## config.mk

```make
export PLATFORM = sky130hd
export DESIGN_NAME = io_wait_request
export DESIGN_NICKNAME = d
export VERILOG_FILES = /design/src/rtl/io_wait_request.sv
export SDC_FILE = /design/constraint.sdc
export NUM_CORES = 1
export LEC_CHECK = 0
export CAP_MARGIN = 40
export CORE_MARGIN = 2
export CORE_UTILIZATION = 35
export CTS_BUF_LIST = sky130_fd_sc_hd__clkbuf_8
export CTS_CLUSTER_DIAMETER = 120
export DETAILED_ROUTE_END_ITERATION = 10
export SLEW_MARGIN = 20
export SYNTH_ARGS = -nofsm -noshare
export SYNTH_HDL_FRONTEND = slang
export SYNTH_SLANG_ARGS = --single-unit
```

## constraint.sdc

```tcl
create_clock -name clk -period 3.84 [get_ports clk]
set_input_delay 0.768 -clock clk [delete_from_list [all_inputs] [get_ports clk]]
set_output_delay 0.768 -clock clk [all_outputs]
set_load 0.02 [all_outputs]
```

## src/rtl/io_wait_request.sv

```systemverilog
// Requester end of the Z80 WAIT protocol.
// Detects a selected I/O or memory read/write cycle and holds the active-low
// nextwait request for WAIT_CYCLES T-states. With USE_READY set, the request
// is then held until the device reports ready, bounded by TIMEOUT T-states in
// total. Each bus cycle yields at most one stretch. All outputs are registered.
module io_wait_request #(
  parameter int unsigned WAIT_CYCLES = 2,    // 0..255, 0 disables the block
  parameter bit          USE_READY   = 1'b0, // extend the stretch until ready=1
  parameter int unsigned TIMEOUT     = 255   // 1..255, >= WAIT_CYCLES
) (
  input  logic clk,
  input  logic nreset,
  input  logic nm1,
  input  logic niorq,
  input  logic nmreq,
  input  logic nrd,
  input  logic nwr,
  input  logic sel,
  input  logic ready,
  output logic nextwait,
  output logic busy,
  output logic timeout
);

  typedef enum logic [1:0] {
    StIdle  = 2'd0,
    StWait  = 2'd1,
    StReady = 2'd2,
    StDone  = 2'd3
  } state_e;

  localparam bit Enabled = (WAIT_CYCLES != 0);

  // Counters are preloaded with N-1 so that the release happens on the posedge
  // that finds them at zero, giving exactly N low periods.
  localparam logic [7:0] CntInit   = Enabled ? 8'(WAIT_CYCLES - 1) : 8'd0;
  localparam logic [7:0] TimerInit = 8'(TIMEOUT - 1);

  state_e     state;
  logic [7:0] cnt;
  logic [7:0] timer;
  logic       q;

  // Qualified strobe: selected read/write, I/O (not interrupt acknowledge) or memory.
  assign q = sel & (~nrd | ~nwr) & ((~niorq & nm1) | ~nmreq);

  // Stretch sequencer with registered nextwait/busy/timeout.
  always_ff @(posedge clk or negedge nreset) begin
    if (!nreset) begin
      state    <= StIdle;
      cnt      <= 8'd0;
      timer    <= 8'd0;
      nextwait <= 1'b1;
      busy     <= 1'b0;
      timeout  <= 1'b0;
    end else begin
      timeout <= 1'b0;
      unique case (state)
        StIdle: begin
          if (q) begin
            if (Enabled) begin
              cnt      <= CntInit;
              timer    <= TimerInit;
              nextwait <= 1'b0;
              busy     <= 1'b1;
              state    <= StWait;
            end else begin
              // Disabled block still tracks the bus cycle so it never stretches.
              state <= StDone;
            end
          end
        end

        StWait: begin
          if (!q) begin
            // Bus cycle ended early: drop the request, no timeout report.
            nextwait <= 1'b1;
            busy     <= 1'b0;
            state    <= StIdle;
          end else if (cnt == 8'd0) begin
            if (USE_READY && !ready) begin
              if (timer == 8'd0) begin
                // Only reachable with TIMEOUT == WAIT_CYCLES: the budget is
                // already spent, so force release instead of wrapping.
                nextwait <= 1'b1;
                busy     <= 1'b0;
                timeout  <= 1'b1;
                state    <= StDone;
              end else begin
                timer <= timer - 8'd1;
                state <= StReady;
              end
            end else begin
              nextwait <= 1'b1;
              busy     <= 1'b0;
              state    <= StDone;
            end
          end else begin
            // timer >= cnt here because TIMEOUT >= WAIT_CYCLES, so no wrap.
            cnt   <= cnt - 8'd1;
            timer <= timer - 8'd1;
          end
        end

        StReady: begin
          if (!q) begin
            nextwait <= 1'b1;
            busy     <= 1'b0;
            state    <= StIdle;
          end else if (ready) begin
            // Ready wins over an expiring timer on the same edge.
            nextwait <= 1'b1;
            busy     <= 1'b0;
            state    <= StDone;
          end else if (timer == 8'd0) begin
            nextwait <= 1'b1;
            busy     <= 1'b0;
            timeout  <= 1'b1;
            state    <= StDone;
          end else begin
            timer <= timer - 8'd1;
          end
        end

        StDone: begin
          // Re-arm only after the strobe has been seen inactive on a posedge.
          if (!q) begin
            state <= StIdle;
          end
        end

        default: begin
          state    <= StIdle;
          nextwait <= 1'b1;
          busy     <= 1'b0;
        end
      endcase
    end
  end

endmodule

```

## Word level (Yosys, flattened, before mapping)

Cells that the tools add are included.

| word-level totals | value |
|---|---|
| memories kept | 0 |
| word-level logic and storage cells | 75 |
| memory bits (writable) | 0 |
| bits in latches | 0 |
| flip-flop bits (word level) | 21 |
| memory bits (read-only) | 0 |

| cells by class | value |
|---|---|
| magnitude comparators | 0 |
| $add $sub $neg | 2 |
| bitwise operators | 9 |
| div/mod/pow operators | 0 |
| $mul | 0 |
| reduce and logical (&&, ||, !) cells | 9 |
| shift operators | 0 |
| equality and inequality tests | 12 |
| mux-type cells | 37 |

Operator list:

| cell | count |
|---|---|
| 8-bit two-way mux | 9 |
| 8-bit case mux with 3 select lines | 1 |
| 8-bit logical NOT | 2 |
| 1-bit two-way mux | 16 |
| 8-bit case mux with 2 select lines | 1 |
| 8-bit by 1-bit subtractor with 8-bit output, second input constant | 2 |
| 2-bit two-way mux | 7 |
| 2-bit != test, second input constant | 7 |
| 4-bit AND reduction | 3 |
| 2-bit case mux with 4 select lines | 1 |
| 7-bit AND reduction | 1 |
| 1-bit case mux with 3 select lines | 2 |
| 2-bit equality test, second input constant | 2 |
| 4-bit != test, second input constant | 1 |
| 1-bit inverter | 4 |
| 1-bit bitwise AND | 3 |
| 3-bit != test, second input constant | 1 |
| 3-bit nonzero test | 1 |
| 2-bit by 1-bit equality test with 1-bit output, second input constant | 1 |
| 2-bit logical NOT | 1 |
| 1-bit OR | 2 |
| 2-bit nonzero test | 1 |

## Logic depth before layout (Yosys ltp)

| logic depth | value |
|---|---|
| word-level depth | 6 |
| mapped depth | 7 |
| mapped depth without buffers | 7 |

## Least setup slack after synthesis

OpenSTA, ideal clock, no wires.

| timing | value |
|---|---|
| path type | input-to-reg |
| from | input sel |
| to | register timer[5] |
| slack | 1.652 ns |
| required time | 3.695 ns |
| data arrival time | 2.043 ns |
| cell stages on the path | 6 |
| path through | a21boi_0 o21ai_1 mux2i_1 and3_1 buf_6 a41oi_2 |

| between the ends | value |
|---|---|
| word-level cells in the longest chain between the ends | 4 |

RTL lines:

| what | line | RTL |
|---|---|---|
| from (decl) | 18 | `input logic sel,` |
| 1-bit bitwise AND (*) (2 in series) | 45 | `assign q = sel & (~nrd \| ~nwr) & ((~niorq & nm1) \| ~nmreq);` |
| 2-bit != test (no line) | - |  |
| 7-bit AND reduction (no line) (*) | - |  |
| to (signal assigned) | 63 | `timer <= TimerInit;` |
| to (signal assigned) | 90 | `timer <= timer - 8'd1;` |
| to (signal assigned) | 101 | `timer <= timer - 8'd1;` |
| to (decl) | 41 | `logic [7:0] timer;` |

Every way passes the cells marked *; elsewhere a longest branch is shown, timed or not.
A chain may end at the register's enable or synchronous reset.

## Final worst setup path

| timing | value |
|---|---|
| from | input sel |
| to | register timer[6] |

The elaborated chain is that of the path after synthesis.

==> qor.csv <==
stage,metric,value,unit
clocking,H-tree depth,1,
clocking,CTS resizes,0,
cells_and_area,share of cells above drive strength 1,12.00,%
drt,via count of the routed design,1097,
drt,Initial DRC Count,84,
timing,post-route clock period utilization,73.80,%
floorplan,IO Count,12,
timing,Hold WS,0.5208,ns
clocking,Clock Tree Buf Depth,2,
drt,vias per cell,5.540,
clocking,Root Buffer Master,clkbuf_8,
grt,GR Util All Layers,14.75,%
timing,final hold violations,0,
yosys,Post-synth ARST share,100.0,%
yosys,Syn Inst Count,138,
timing,Fmax,0.3529,GHz
cells_and_area,"Design Area, Final",1567,µm²
clocking,# Post-CTS Setup Buffers,0,
grt,GR Overflow Total,0,
timing,min cycle time layout,2.834,ns
place,HPWL Detailed,2094,µm
yosys,Main synth FF type,dfrtp_1,
timing,RSZ-0062 raised after global routing,no,
critical_path,CP peak stage delay,0.59,ns
critical_path,CP Cell Sequence,clkdlybuf4s50_1 > a21boi_0 > o21ai_1 > o31ai_2 > and3_1 > a41oi_2,
floorplan,Die Ht,66.20,µm
cells_and_area,fillers,364,
drt,Post-DRT Antenna Nets,0,
critical_path,r2r setup slk,1.67,ns
drt,WL/cell,14.18,µm
floorplan,Die Area,4382,µm²
yosys,"Cell Area, Synth",1354,µm²
cells_and_area,Storage cell area,526.8,µm²
critical_path,Startpoint Class,primary input,
yosys,number of synthesized flops with an enable pin,0,
cells_and_area,area grow syn2layout,15.71,%
critical_path,crit path DAT,2.95,ns
grt,pin count of the biggest net entering global routing,19,
power,P per Cell Area,742.0,nW/µm²
timing,final setup fails,0,
outcome,outcome,completed,
clocking,CTS tree,built,
critical_path,WP data required,3.96,ns
clocking,hold_buf cts,0,
drt,drt pass-1 iters,4,
drt,residual DRC count,0,
grt,initial antenna violation count,0,
yosys,#FFs+latches synth,21,
critical_path,crit path max fanout,9,
place,Placed Area,1520,µm²
cells_and_area,"commonest non-fill, non-tap cells in the layout","dfrtp_1, nor2_1, clkdlybuf4s50_1",
power,Leak Pwr,0.6482,nW
drt,Routed WL,2807,µm
floorplan,Placement Rows,22,
min_path,hold crit path type,flop to flop,
critical_path,slowest CP cell,o31ai_2,
run,# Max-Cap Violations,0,
timing,setup TNS,0,ns
place,global placement routability congestion,0.7774,
yosys,"Seq/Total Area, Yosys",38.91,%
critical_path,Setup crit end kind,flop,
clocking,Clock Sinks,21,
timing,clk_skew,0.002260,ns
timing,Slew @ Worst Pin,0.6445,ns
floorplan,core area,3689,µm²
clocking,clock latency on the worst-skew pair,0.27,ns
cells_and_area,"commonest non-fill, non-tap cell in the layout",dfrtp_1,
clocking,CTS buffer count,3,
yosys,post-synth cell types,44,
yosys,syn nets,157,
cells_and_area,multi-input logic area,767.0,µm²
timing,Final Slew Violations,0,
cells_and_area,Final #Nets,170,
power,peak supply drop,0.3011,mV
grt,first-pass GRT wire length,4974,µm
yosys,"Warnings, synthesis",0,
grt,number of global-route vias before repair,1114,
critical_path,critical path class,primary input to flop,
yosys,Syn Area/Cell,9.810,µm²
place,PortBufs,11,
clocking,clk slew on worst S/H paths,0.08,ns
cells_and_area,Antenna diodes,0,
floorplan,die width,66.20,µm
timing,Worst slew margin,56.77,%
floorplan,initial core utilization,36.70,%
==> per-layer routing <==
layer  up-vias  routed length [µm]  global-route usage, %
li1        534                   -                      -
met1       537                1300                  18.18
met2        22                1349                  25.62
met3         4                 125                  4.089
met4         0                  31                  3.061
met5         -                   0                      0
==> cell families after synthesis <==
kind of cell | count (synthesis) | synth area share, %
buf+inv | 14 | 4.436
fa+ha+maj | 10 | 9.242
compound gates | 34 | 19.41
xor+xnor | 5 | 3.235
simple gates | 50 | 21.72
mux | 4 | 3.050
flops | 21 | 38.91
==> registers in the layout, summed over array words and instances, names as in the netlist <==
name / count
timeout: 1
nextwait: 1
state: 2
timer: 8
busy: 1
cnt: 8
==> worst paths after layout <==
| check | from | depth (start not counted) | end |
|---|---|---|---|
| setup / recovery | sel | 6 | timer[6] |
| hold / removal | busy | 2 | busy |
| hold reg to reg | busy | 2 | busy |
| setup reg to reg | timer[0] | 6 | timer[6] |
| max in group asynchronous | nreset | 2 | nextwait |
| min in group asynchronous | nreset | 1 | cnt[4] |
==> Yosys cell counts, types with 2 or more instances <==
cell / n / share of area (%)
a21oi_1: 5 / 1.8
a31oi_1: 3 / 1.4
a41oi_1: 6 / 3.9
a41oi_2: 2 / 2.4
and3_1: 4 / 1.8
clkbuf_1: 3 / 0.83
dfrtp_1: 20 / 37
ha_1: 10 / 9.2
inv_1: 9 / 2.5
mux2i_1: 3 / 2.2
nand2_1: 8 / 2.2
nand2b_1: 5 / 2.3
nand4_1: 4 / 1.8
nor2_1: 12 / 3.3
nor3_1: 4 / 1.5
o21ai_0: 3 / 1.1
o21ai_1: 3 / 1.1
o31ai_1: 4 / 2.2
or4_1: 2 / 1.1
xor2_1: 4 / 2.6
==> metrics by stage <==
stage	setup WS, ns	instances	power, mW	util, %
final	1.006	198	1.162	42.47
after global routing	0.7975	198	1.273	42.47
after CTS	1.018	198	1.168	42.47
after detailed placement	0.7323	194	1.017	41.21
after global placement	0.8496	193	0.9856	40.81
after floorplan	1.652	138	0.8646	-
==> worst max-delay path, delay by kind of cell <==
kind,cells,cell delay (ns)
AOI/OAI and AO/OA,4,1.26
and+or+nand+nor,1,0.48
buffers and inverters,1,0.45
==> power by group <==
group          switching (mW)  internal (mW)  leakage, nW
Sequential              0.105          0.320        0.246
Combinational           0.337          0.251        0.377
Clock                  0.0769         0.0725       0.0255
Total                   0.519          0.643        0.648
==> area by class of cell <==
class                      instances  area share [%]
timing repair buffer              13           8.466
tap                               48           3.834
multi-input combinational        103           48.96
inverter                           9           2.157
clock inverter                     1          0.3195
sequential                        21           33.63
clock buffer                       3           2.636
Note: power is estimated with default switching activity, not from simulation.
==> variant: new RTL, same settings <==
Set the parameter `USE_READY` to 1'b1 (it was 1'b0).
--- a/src/rtl/io_wait_request.sv
+++ b/src/rtl/io_wait_request.sv
@@ -5,7 +5,7 @@
 // total. Each bus cycle yields at most one stretch. All outputs are registered.
 module io_wait_request #(
   parameter int unsigned WAIT_CYCLES = 2,    // 0..255, 0 disables the block
-  parameter bit          USE_READY   = 1'b0, // extend the stretch until ready=1
+  parameter bit          USE_READY   = 1'b1, // extend the stretch until ready=1
   parameter int unsigned TIMEOUT     = 255   // 1..255, >= WAIT_CYCLES
 ) (
   input  logic clk,
Function: changed (Yosys sat finds a counterexample within 4 cycles, from zero or initial values and one cycle with nreset low).
==> variant against the unedited design <==
- combinational power increased by 16%
- area after synthesis up 18%
- final cell count up 22%
- largest cell class unchanged
- largest power group unchanged
- clock skew grew 0.0019 ns
- global-route usage grew 1.9 points
- die area increased by 17%
- worst setup slack better by 0.44 ns
- count of clock-buffer cells in the layout is the same
- sequential cell count unchanged
- routed wire length increased by 39%
- critical path depth fell by 1
- highest routed layer unchanged
- power is 10% higher
- final area up 13%
- critical path type unchanged
- sequential power is 4% higher
==> variant: results (changes against the unedited design) <==
** Global route
- The total routing resource utilization after global routing is 0.166 (+0.0188).
- The via count of the first global-routing pass was 1368 (+23%).
- The pin count of the biggest net entering global routing came to 13 (-6).
- Initial antenna violation count :: 0 (unchanged)
- First-pass GRT wire length :: 6740 um (+36%)

** Power
- Worst vdd rail ir drop :: 0.250 mV (-17%)
- Leakage power :: 0.702 nW (+8.3%)
- Internal power contribution :: 0.665 mW (+3.4%)

** STA
- The worst clock skew on the final layout was 0.00418 ns (+0.00192 ns).
- Hold slack final :: 0.543 ns (+0.0218 ns)
- Worst slew slack as a fraction of its limit :: 0.549 (-0.0188)

** Run status
- The flow ran to the end, and the final reports show no timing, DRC or antenna violations.

** Yosys
- Sequential element share of the synthesized area :: 0.329 (-0.0597)
- Count of cell types in the netlist :: 59 (+34%)
- By count the netlist is led by sky130_fd_sc_hd__dfrtp_1 (20), sky130_fd_sc_hd__nor2_1 (17), sky130_fd_sc_hd__inv_1 (13), sky130_fd_sc_hd__o21ai_0 (13), sky130_fd_sc_hd__a21oi_1 (9).
- The net count after synthesis was 199 (+27%).
- Largest cells by area after synthesis :: sky130_fd_sc_hd__dfrtp_1 (31%), sky130_fd_sc_hd__ha_1 (6.3%), sky130_fd_sc_hd__o21ai_0 (4.1%)

** Placed design
- Area after DPL :: 1730 um2 (+14%)
- Routability congestion estimate from global placement :: 0.843 (+8.4%)
- The detailed placement HPWL was 2880 um (+37%).

** Cells and area
- The net total in the final layout is 207 (+22%).
- Share of post-route cells with drive strength above 1 :: 0.0899 (-0.0301)

** Worst setup path
- Flop-to-flop setup slack :: 1.61 ns (-0.06 ns)
- The maximum fanout along the worst path is 8 (-1).
- The startpoint identified for the worst register-to-register timing path is cnt[0].
- WP data arrival :: 2.56 ns (-0.39 ns)
- FF-to-FF path depth :: 7 (+1)

** Route
- 1st-iter DRT viols :: 80 (-4.8%)
- The vias per cell was 5.91 (+6.7%).
- Total wire length :: 3900 um (+39%)
## variant: cell count changes after synthesis, moves of 3 or more
cell,change
sky130_fd_sc_hd__a21o_1,+3
sky130_fd_sc_hd__a21oi_1,+4
sky130_fd_sc_hd__a22o_1,+3
sky130_fd_sc_hd__a41oi_1,-3
sky130_fd_sc_hd__and3_1,-3
sky130_fd_sc_hd__buf_2,+3
sky130_fd_sc_hd__inv_1,+4
sky130_fd_sc_hd__nand2b_1,-3
sky130_fd_sc_hd__nand3_1,+4
sky130_fd_sc_hd__nor2_1,+5
sky130_fd_sc_hd__nor3_1,+4
sky130_fd_sc_hd__o21ai_0,+10
## variant: final cells by class
cell class | count | area (um2)
Tap cell | 52 | 65.1
Multi-Input combinational cell | 139 | 966
Clock inverter | 1 | 3.75
Fill cell | 446 | 2610
Sequential cell | 21 | 527
Inverter | 13 | 48.8
Timing Repair Buffer | 12 | 125
Clock buffer | 3 | 41.3
## variant: how the worst max path moves through the flow
stage,endpoint
after floorplan,timer[3]
after global placement,timer[5]
after detailed placement,cnt[2]
after CTS,cnt[2]
after global routing,cnt[2]
final,cnt[2]
## variant: power by group through the flow
stage	logic (mW)	registers, mW	clock network [mW]
floorplan	0.552	0.409	0
global route	0.762	0.459	0.170
global placement	0.667	0.443	0
finish	0.683	0.441	0.154
CTS	0.681	0.439	0.159
detailed placement	0.677	0.444	0
## variant: routing by layer
layer,vias to the layer above,share of wire,wire length [um],global-route usage
met5,-,0,0,0
met4,0,0.017,65,0.0734
met3,5,0.037,143,0.0211
met2,32,0.47,1850,0.260
met1,689,0.47,1850,0.230
li1,699,-,-,-
## variant: worst max-delay path: stages
cell and delay (ns):
sky130_fd_sc_hd__clkdlybuf4s50_1 0.44, sky130_fd_sc_hd__a21bo_2 0.24, sky130_fd_sc_hd__a21oi_1 0.45, sky130_fd_sc_hd__o21ai_0 0.33, sky130_fd_sc_hd__a22o_2 0.33
## variant: logic make-up after synthesis
kind of cell	synth area share
simple gates	0.225
compound gates	0.275
fa+ha+maj	0.0626
flops	0.329
xor+xnor	0.0219
buf+inv	0.0665
mux	0.0188
## variant: through the flow
stage / setup WS (ns) / power (mW) / utilization / cells
after floorplan: 1.81 / 0.961 / - / 182
after global placement: 1.24 / 1.11 / 0.392 / 236
after detailed placement: 1.19 / 1.12 / 0.395 / 237
after CTS: 1.48 / 1.28 / 0.405 / 241
after global routing: 1.31 / 1.39 / 0.405 / 241
final: 1.45 / 1.28 / 0.405 / 241
